**src/rtl/huff_pkg.sv**
```systemverilog
// rtl/huff_pkg.sv - shared defaults and state encoding for the Huffman bit store
package huff_pkg;

    localparam int BIT_WIDTH_DEF = 8;
    localparam int DEPTH_DEF     = 256;

    typedef enum logic [2:0] {
        IDLE  = 3'd0,
        FILL  = 3'd1,
        SERVE = 3'd2,
        DONE  = 3'd3,
        ERROR = 3'd4
    } state_e;

endpackage

```
**src/rtl/huff_bit_ram.sv**
```systemverilog
// rtl/huff_bit_ram.sv - DEPTH x BIT_WIDTH byte store, synchronous write, asynchronous read
module huff_bit_ram
    import huff_pkg::*;
#(
    parameter int BIT_WIDTH = BIT_WIDTH_DEF,
    parameter int DEPTH     = DEPTH_DEF,
    parameter int AW        = $clog2(DEPTH)
) (
    input  logic                 clk_i,
    input  logic                 we,
    input  logic [AW-1:0]        waddr,
    input  logic [BIT_WIDTH-1:0] wdata,
    input  logic [AW-1:0]        raddr,
    output logic [BIT_WIDTH-1:0] rdata
);

    logic [BIT_WIDTH-1:0] mem [DEPTH];

    always_ff @(posedge clk_i) begin
        if (we) begin
            mem[waddr] <= wdata;
        end
    end

    assign rdata = mem[raddr];

endmodule

```
**src/rtl/huff_bit_store.sv**
```systemverilog
// rtl/huff_bit_store.sv - buffers an encoded byte stream and serves it MSB-first one bit per request
module huff_bit_store
    import huff_pkg::*;
#(
    parameter int BIT_WIDTH = BIT_WIDTH_DEF,
    parameter int DEPTH     = DEPTH_DEF,
    parameter int BIT_CNT_W = 11
) (
    input  logic                 clk_i,
    input  logic                 rst_i,
    input  logic                 wr_en_i,
    input  logic [BIT_WIDTH-1:0] wr_byte_i,
    input  logic                 wr_last_i,
    input  logic [BIT_CNT_W-1:0] wr_nbits_i,
    input  logic                 rd_req_i,
    output logic                 st_bit_o,
    output logic                 bit_valid_o,
    output logic [BIT_CNT_W-1:0] total_bit_o,
    output logic                 ready_o,
    output logic                 done_o,
    output logic                 error_o
);

    localparam int AW    = $clog2(DEPTH);
    localparam int PTR_W = AW + 1;
    localparam int LO_W  = $clog2(BIT_WIDTH);

    state_e                 state_q, state_d;
    logic [PTR_W-1:0]       wr_ptr_q, wr_ptr_d;
    logic [BIT_CNT_W-1:0]   bit_idx_q, bit_idx_d;
    logic [BIT_CNT_W-1:0]   total_q, total_d;
    logic [BIT_WIDTH-1:0]   shreg_q, shreg_d;
    logic                   ready_q, ready_d;

    logic                   ram_we;
    logic [AW-1:0]          ram_waddr;
    logic [AW-1:0]          ram_raddr;
    logic [BIT_WIDTH-1:0]   ram_rdata;

    logic [BIT_CNT_W:0]     idx_inc;
    logic [BIT_CNT_W-1:0]   next_word;
    logic [PTR_W:0]         nbytes;
    logic [31:0]            cap_bits;

    assign idx_inc   = {1'b0, bit_idx_q} + 1'b1;
    assign next_word = (bit_idx_q >> LO_W) + 1'b1;
    assign nbytes    = {1'b0, wr_ptr_q} + 1'b1;
    assign cap_bits  = 32'(BIT_WIDTH) * 32'(nbytes);
    assign ram_waddr = wr_ptr_q[AW-1:0];

    huff_bit_ram #(
        .BIT_WIDTH (BIT_WIDTH),
        .DEPTH     (DEPTH),
        .AW        (AW)
    ) u_ram (
        .clk_i (clk_i),
        .we    (ram_we),
        .waddr (ram_waddr),
        .wdata (wr_byte_i),
        .raddr (ram_raddr),
        .rdata (ram_rdata)
    );

    always_ff @(posedge clk_i) begin
        if (rst_i) begin
            state_q   <= IDLE;
            wr_ptr_q  <= '0;
            bit_idx_q <= '0;
            total_q   <= '0;
            shreg_q   <= '0;
            ready_q   <= 1'b0;
        end else begin
            state_q   <= state_d;
            wr_ptr_q  <= wr_ptr_d;
            bit_idx_q <= bit_idx_d;
            total_q   <= total_d;
            shreg_q   <= shreg_d;
            ready_q   <= ready_d;
        end
    end

    always_comb begin
        state_d   = state_q;
        wr_ptr_d  = wr_ptr_q;
        bit_idx_d = bit_idx_q;
        total_d   = total_q;
        shreg_d   = shreg_q;
        ready_d   = 1'b0;
        ram_we    = 1'b0;
        ram_raddr = (state_q == SERVE) ? next_word[AW-1:0] : '0;

        unique case (state_q)
            IDLE, FILL: begin
                if (wr_en_i) begin
                    if (wr_ptr_q == PTR_W'(DEPTH)) begin
                        state_d = ERROR;
                    end else begin
                        ram_we   = 1'b1;
                        wr_ptr_d = wr_ptr_q + 1'b1;
                        state_d  = FILL;
                        if (wr_last_i) begin
                            total_d = wr_nbits_i;
                            if (wr_nbits_i == '0) begin
                                state_d = DONE;
                            end else if (32'(wr_nbits_i) > cap_bits) begin
                                state_d = ERROR;
                            end else begin
                                state_d   = SERVE;
                                ready_d   = 1'b1;
                                bit_idx_d = '0;
                                // mem[0] is written on this same edge for a one-byte stream
                                shreg_d   = (wr_ptr_q == '0) ? wr_byte_i : ram_rdata;
                            end
                        end
                    end
                end
            end
            SERVE: begin
                if (rd_req_i) begin
                    bit_idx_d = idx_inc[BIT_CNT_W-1:0];
                    if (bit_idx_q[LO_W-1:0] == LO_W'(BIT_WIDTH - 1)) begin
                        shreg_d = ram_rdata;
                    end else begin
                        shreg_d = shreg_q << 1;
                    end
                    if (idx_inc == {1'b0, total_q}) begin
                        state_d = DONE;
                    end
                end
            end
            DONE, ERROR: begin
                state_d = state_q;
            end
            default: begin
                state_d = IDLE;
            end
        endcase
    end

    assign st_bit_o    = (state_q == SERVE) & shreg_q[BIT_WIDTH-1];
    assign bit_valid_o = (state_q == SERVE);
    assign done_o      = (state_q == DONE);
    assign error_o     = (state_q == ERROR);
    assign ready_o     = ready_q;
    assign total_bit_o = total_q;

endmodule

```
**config.mk**
```make
export PLATFORM = sky130hd
export DESIGN_NAME = huff_bit_store
export DESIGN_NICKNAME = d
export VERILOG_FILES = /design/src/rtl/huff_pkg.sv /design/src/rtl/huff_bit_ram.sv /design/src/rtl/huff_bit_store.sv
export SDC_FILE = /design/constraint.sdc
export NUM_CORES = 2
export LEC_CHECK = 0
export CORE_ASPECT_RATIO = 0.6
export CORE_UTILIZATION = 47
export CTS_BUF_LIST = sky130_fd_sc_hd__clkbuf_8
export DETAILED_ROUTE_END_ITERATION = 10
export HOLD_SLACK_MARGIN = 0.06
export SETUP_SLACK_MARGIN = 0.1
export SYNTH_ARGS = -nofsm -noshare
export SYNTH_HDL_FRONTEND = slang
export SYNTH_SLANG_ARGS = --single-unit
```
**constraint.sdc**
```tcl
create_clock -name clk_i -period 7.31 [get_ports clk_i]
set_clock_uncertainty 0.2 [all_clocks]
set_input_delay 1.0965 -clock clk_i [delete_from_list [all_inputs] [get_ports clk_i]]
set_output_delay 1.0965 -clock clk_i [all_outputs]
set_load 0.02 [all_outputs]
```
======== After elaboration in Yosys (flattened, before gate mapping) ========
Memories as Yosys holds them, arrays and structs flattened.
Index checks and enable logic that the tools add are counted.
operators by class
  reductions and logical operators ........ 11
  multiplexer cells ....................... 31
  add/subtract/negate cells ............... 4
  bitwise operators ....................... 6
  order comparisons ....................... 1
  equal/unequal tests ..................... 14
operators by type and width
  kind                                                             count
  8-bit 2-to-1 mux                                                 9
  11-bit 2-to-1 mux                                                6
  11-bit case mux with 2 select lines                              1
  3-bit 2-to-1 mux                                                 7
  8-bit case mux with 2 select lines                               1
  11-bit by 13-bit greater-than comparator with 1-bit output       1
  11-bit by 1-bit adder with 12-bit output, second input constant  1
  12-bit by 11-bit == test with 1-bit output                       1
  2-bit inequality test, second input constant                     6
  11-bit logical NOT                                               1
  9-bit by 1-bit adder with 10-bit output, second input constant   1
  9-bit by 1-bit adder with 9-bit output, second input constant    1
  9-bit == test, second input constant                             1
  9-bit logical NOT                                                1
  3-bit case mux with 3 select lines                               1
  8-bit by 1-bit adder with 8-bit output, second input constant    1
  4-bit AND reduction                                              2
  7-bit AND reduction                                              1
  3-bit by 2-bit == test with 1-bit output, second input constant  2
  3-bit == test, second input constant                             2
  1-bit 2-to-1 mux                                                 6
  6-bit OR reduction                                               1
  1-bit inverter                                                   5
  2-bit OR reduction                                               2
  other kinds (6)                                                  6
storage, ports and cells
  bits of input ports ..................... 24
  logic and storage cells ................. 74
  bits in writable memories ............... 2048
  output and inout port bits .............. 16
  memories kept ........................... 1
  register bits ........................... 43
memories
  name       words  bits a word  read ports  clocked after memory_dff  wr ports  line                text
  u_ram.mem  256    8            1           0                         1         huff_bit_ram.sv:17  logic [BIT_WIDTH-1:0] mem [DEPTH];

======== Depth between registers and ports, before layout ========
An unclocked memory read counts as a cell.
  depth after elaboration ................. 10
  mapped depth ............................ 15

======== Modules after synthesis ========
Synthesis repeated with hierarchy kept, for this count alone.
unflattened totals
  cell total of the unflattened synthesis .. 4065
  area, all modules ....................... 82216.4 um^2
by module, submodules not included
  module          area each (um^2)  instances  cells an instance  seq. area each (um^2)
  huff_bit_ram    79396.1           1          3725               61499.0
  huff_bit_store  2820.2            1          340                860.8

======== Worst setup path before layout ========
No wires, ideal clock.
  path kind ............................... input to register
  from .................................... in wr_nbits_i[6]
  to ...................................... reg shreg_q[4]
  buffers on the path ..................... 1
  stages on the path ...................... 11
  library setup time ...................... 127 ps
  data required time ...................... 6983 ps
  data arrival time ....................... 3174 ps
  path slack .............................. 3809 ps
  path through ............................ ha_1 > a21o_1 > a21oi_1 > a2111oi_0 > nor4b_1 > nor2_1 > o21ai_0 > buf_2 > nand3_1 > o2111ai_1 > o21ai_0
on the way
  longest elaborated chain between the ends .. 3
  elaborated cells on any way between the ends .. 5
  classes of those cells .................. order compare (1); eq/ne (2); reduce/logical (2)
ends and longest elaborated chain
  item                                                                                              line                                          text
  start, declared                                                                                   huff_bit_store.sv:14                          input logic [BIT_CNT_W-1:0] wr_nbits_i,
  11-bit by 13-bit greater-than comparator with 1-bit output or 11-bit logical NOT (tied branches)  huff_bit_store.sv:105, huff_bit_store.sv:103
  2-bit inequality test (no source line)                                                            n/a
  7-bit AND reduction (no source line) *                                                            n/a
  end signal, assigned                                                                              huff_bit_store.sv:77                          shreg_q <= shreg_d;
  end, declared                                                                                     huff_bit_store.sv:32                          logic [BIT_WIDTH-1:0] shreg_q, shreg_d;
Mark *: on every way between the ends. The rest lies on a longest branch, timed or not.
A chain may end at the register's enable or synchronous reset.

======== Worst setup path in the final report ========
  from .................................... reg state_q[2]
  to ...................................... reg shreg_q[2]
on the way
  longest elaborated chain between the ends .. 10
  elaborated cells on any way between the ends .. 23
  classes of those cells .................. eq/ne (8); mux (10); reduce/logical (4); memory (1)
ends and longest elaborated chain
  item                                      line                                        text
  start, declared                           huff_bit_store.sv:28                        state_e state_q, state_d;
  start signal, assigned                    huff_bit_store.sv:73                        state_q <= state_d;
  3-bit by 2-bit == test with 1-bit output  huff_bit_store.sv:90, huff_bit_store.sv:92
  8-bit 2-to-1 mux                          huff_bit_store.sv:90                        ram_raddr = (state_q == SERVE) ? next_word[AW-1:0] : '0;
  memory read 256 x 8 bit                   n/a
  8-bit 2-to-1 mux                          huff_bit_store.sv:112                       shreg_d = (wr_ptr_q == '0) ? wr_byte_i : ram_rdata;
  8-bit 2-to-1 mux                          huff_bit_store.sv:105                       end else if (32'(wr_nbits_i) > cap_bits) begin
  8-bit 2-to-1 mux                          huff_bit_store.sv:103                       if (wr_nbits_i == '0) begin
  8-bit 2-to-1 mux                          huff_bit_store.sv:101                       if (wr_last_i) begin
  8-bit 2-to-1 mux                          huff_bit_store.sv:95                        if (wr_ptr_q == PTR_W'(DEPTH)) begin
  8-bit 2-to-1 mux                          huff_bit_store.sv:94                        if (wr_en_i) begin
  8-bit case mux with 2 select lines        huff_bit_store.sv:92                        unique case (state_q)
Parallel ways exist; a longest one is shown, timed or not. The select of a mux whose other input is x is not followed.

==> metrics.md <==
| Metric | Value |
|---|---|
| Global-route wire length before repair | roughly 420000 µm |
| DIE HEIGHT | 332 µm |
| Largest cells by area after synthesis | edfxtp_1 (72%), nand2_1 (3.6%), mux2i_1 (2.6%) |
| Mapped Area | roughly 85000 µm² |
| Clock sink total | ~2100 |
| Starting Density | a little under half |
| Top cell type's share of synthesized area | between 70% and 80% |
| Clk pwr share | between 30% and 40% |
| Crit path capture type | flop |
| Initial drt markers | between 10000 and 15000 |
| Final setup fails | 0 |
| Switching portion of total power | between 20% and 30% |
| Setup_tns | 0 ns |
| Wire length per cell | 35.4 µm |
| Placeable Area | between 150000 and 200000 µm² |
| Worst R2R Setup Slack | 1.45 ns |
| Period utilization | between 80% and 90% |
| Most used DFF post-synth | edfxtp_1 |
| Reg2reg start | state_q[2]$_SDFFE_PP0P_ |
| Hold path start | total_bit_o[3]$_SDFFE_PP0P_ |
| Max Cap Viol | 3 |
| GRT Total Usage | around 33% |
| Comb pwr share | 2.9% |
| Initial antenna violation count | 15 |
| Cell count after synthesis | between 6000 and 7000 |
| Root Driver | clkbuf_8 |
| Clk slew on worst S/H paths | about 0.080 ns |
| Largest net degree at the start of global routing | about 170 |
| Int Pwr | roughly 18 mW |
| Critical Path RT | ~8 ns |
| Nature of the critical path startpoint | flop |
| Slowest cell delay on critical path | 1.25 ns |
| Status | complete, but fails checks |
| HP Class | reg2reg |
| Share of layout cells above drive strength 1 | 10.9% |
| Psw | 5.16 mW |
| Overall Power | ~23 mW |
| Placer Congestion | roughly 1 |
| Synth area leader | edfxtp_1 |
| Sequential-to-total area share from yosys stat | about three quarters |
| Relative slew margins | -4.36% |
| Met3 WL | 51800 µm |
| Violated checks | capacitance limit, slew limit |
| Worst VDD drop | ~0.00017 V |
| Hold_ws | 0.304 ns |
| Final WL | between 300000 and 400000 µm |
| H-tree depth | 5 |
| Post-synth ARST share | 0% |
| Critical-path top delay cell | a2111oi_1 |
| Worst Path Arrival | 6.53 ns |
| WL met2 | between 100000 and 150000 µm |
| Drt pass-1 iters | 9 |
| P per Cell Area | around 240 nW/µm² |
| Cell leakage power | between 20 and 30 nW |
| CP Launch Point | state_q[2]$_SDFFE_PP0P_ |
| Max layer used | met5 |
| CTS tree | yes |
| Sequential share of power | approximately 58% |
| EDFF count, synth | 2048 |
| Bufs on Longest Clock Path | 4 |
| Crit path cell chain | or3b_4, buf_4, buf_4, nor3_2, buf_4, a2111oi_1, nand3_1, a2bb2oi_1, nor3_1, nor4b_1, o21ai_0, o21ai_1 |
| DRT antenna net count | 0 |
| DR DRC count | 0 |
| Post-CTS resize count | 0 |
| Wire length on met1 | 128000 µm |
| Final net count | ~6100 |
| Fin area | around 94000 µm² |
| Boundary Pins | 40 |
| Site row count | between 100 and 150 |
| CP Class | reg2reg |
| GRT overflow | 0 |
| Dpl hpwl | between 150000 and 200000 µm |
| Vias per inst | about 6.6 |
| Unrepaired setup endpoints after global routing | no |
| Worst-margin pin slew | approximately 1.5 ns |
| Count of pins over their slew limit | 4 |
| PortBufs | 39 |
| Vias in the first global route | between 50000 and 60000 |
| Die W | between 500 and 600 µm |
| Hold Vio Cnt, Final | 0 |
| FMAX | 171 MHz |
| Synth-to-Final Area Change | 10.3% |
| Cell Area, Placed | 88300 µm² |
| Worst skew pair latency | slightly below 1 ns |
| Max FO, Critical Path | 26 |
| Post-synthesis cell type count | 95 |
| Seq cells post-synth | approximately 2100 |
| Total CTS buffers | between 300 and 400 |
| Most used cell, CP | buf_4 |
| Cts hold-fix bufs | 0 |
| Yosys warning count | 0 |
| Synth Net Count | between 6000 and 7000 |
| DR vias | 57700 |
| Die Footprint | between 150000 and 200000 µm² |
| Min Clock Period, post-route | 5.86 ns |
| Setup bufs post-CTS | 0 |
| Mean Syn Cell Area | ~14 µm² |
==> per-stage QoR <==
step	utilization, %	setup slack [ns]	instances
6_report	52.4	1.45	8699
5_1_grt	52.3	1.54	8691
4_1_cts	52.3	2.01	8689
3_5_place_dp	49.3	1.94	8167
3_3_place_gp	49.3	-0.573	8165
2_1_floorplan	-	3.81	6010
==> synth_stat cells, drive strengths merged, types with 7 or more instances <==
master and n:
inv 14, nor4 20, a221oi 16, a32oi 41
dfxtp 43, o2111ai 26, a22oi 12, edfxtp 2048
a21oi 192, nand2 827, o2bb2ai 10, ha 14
nand2b 19, nand3 352, buf 278, clkbuf 166
o22ai 125, a211oi 106, mux4 34, nor2 422
o21ai 175, o211ai 60, nand4 33, or3 49
o22a 8, a2111oi 16, nor4b 7, and2 10
xor2 13, a311oi 22, o32ai 8, mux2 32
or4 9, a221o 10, o31ai 16, mux2i 221
and3 42, o311ai 13, nor2b 64, xnor2 25
o221ai 102, nor3 92, a31oi 121
==> metal layers <==
layer / track usage (%) / vias up
met3: 14.3 / 558
li1: - / 23500
met1: 50.8 / 29000
met4: 9.35 / 14
met5: 0 / -
met2: 41.7 / 4647
==> cells in the final DEF, fill, tap and decap left out, types with 34 or more instances in the layout <==
| cell type | instances |
|---|---|
| o21ai_0 | 166 |
| mux4_2 | 34 |
| nand3_1 | 341 |
| and3_1 | 42 |
| clkinv_1 | 78 |
| nor2b_1 | 64 |
| inv_1 | 95 |
| o221ai_1 | 102 |
| nand2_1 | 824 |
| nor3_1 | 90 |
| dfxtp_1 | 42 |
| a211oi_1 | 106 |
| a31oi_1 | 121 |
| or3_1 | 49 |
| clkbuf_8 | 318 |
| o211ai_1 | 60 |
| o22ai_1 | 125 |
| buf_4 | 158 |
| a32oi_1 | 41 |
| nor2_1 | 414 |
| mux2i_1 | 219 |
| a21oi_1 | 190 |
| edfxtp_1 | 2048 |
==> critical path, delay by kind of cell (launching register included) <==
kind | cells | cell delay, ns
buf+inv | 3 | 1.10
flops | 1 | 0.77
simple gates | 5 | 1.77
compound gates | 4 | 1.86
==> logic make-up (layout without fill, tap and decap cells) <==
family / count (synthesis) / after routing / share of synthesized area, %
XOR/XNOR: 38 / 38 / 0.409
multiplexers: 287 / 287 / 3.94
AND/OR/NAND/NOR: 1973 / 1973 / 10.3
flip-flops: 2091 / 2091 / 73.3
other: 0 / 9 / 0
buffers and inverters: 459 / 760 / 2.51
adder cells (fa/ha/maj): 14 / 14 / 0.206
AO/OA/AOI/OAI: 1148 / 1148 / 9.28
==> registers in the layout, summed over array words and instances (netlist names) <==
name         flops
shreg_q          8
total_bit_o     11
bit_idx_q       11
state_q          3
u_ram.mem     2048
ready_o          1
wr_ptr_q         9
==> power groups by stage <==
stage                     combinational (mW)  clock (mW)  sequential, mW
after global placement                 0.635           0            13.4
final                                  0.664        8.86            13.2
after global routing                   0.684        9.34            13.2
after floorplan                        0.222           0            13.4
after detailed placement               0.643           0            13.4
after CTS                              0.643        8.85            13.2
==> cell type report <==
cell class                 count  area, µm²
tap                         2379       2980
fill                       14900      85300
clock inverter               210       1100
sequential                  2091      62400
clock buffer                 312       4290
multi-input combinational   3460      20800
antenna                        9       22.5
timing repair buffer         223       2120
inverter                      15       66.3
==> final timing paths <==
| check | to | cells past startpoint |
|---|---|---|
| max | shreg_q[2]$_SDFFE_PP0P_ | 12 |
| min | total_bit_o[3]$_SDFFE_PP0P_ | 2 |
| max reg2reg | shreg_q[2]$_SDFFE_PP0P_ | 12 |
| min reg2reg | total_bit_o[3]$_SDFFE_PP0P_ | 2 |
(Power assumes the default switching activity.)
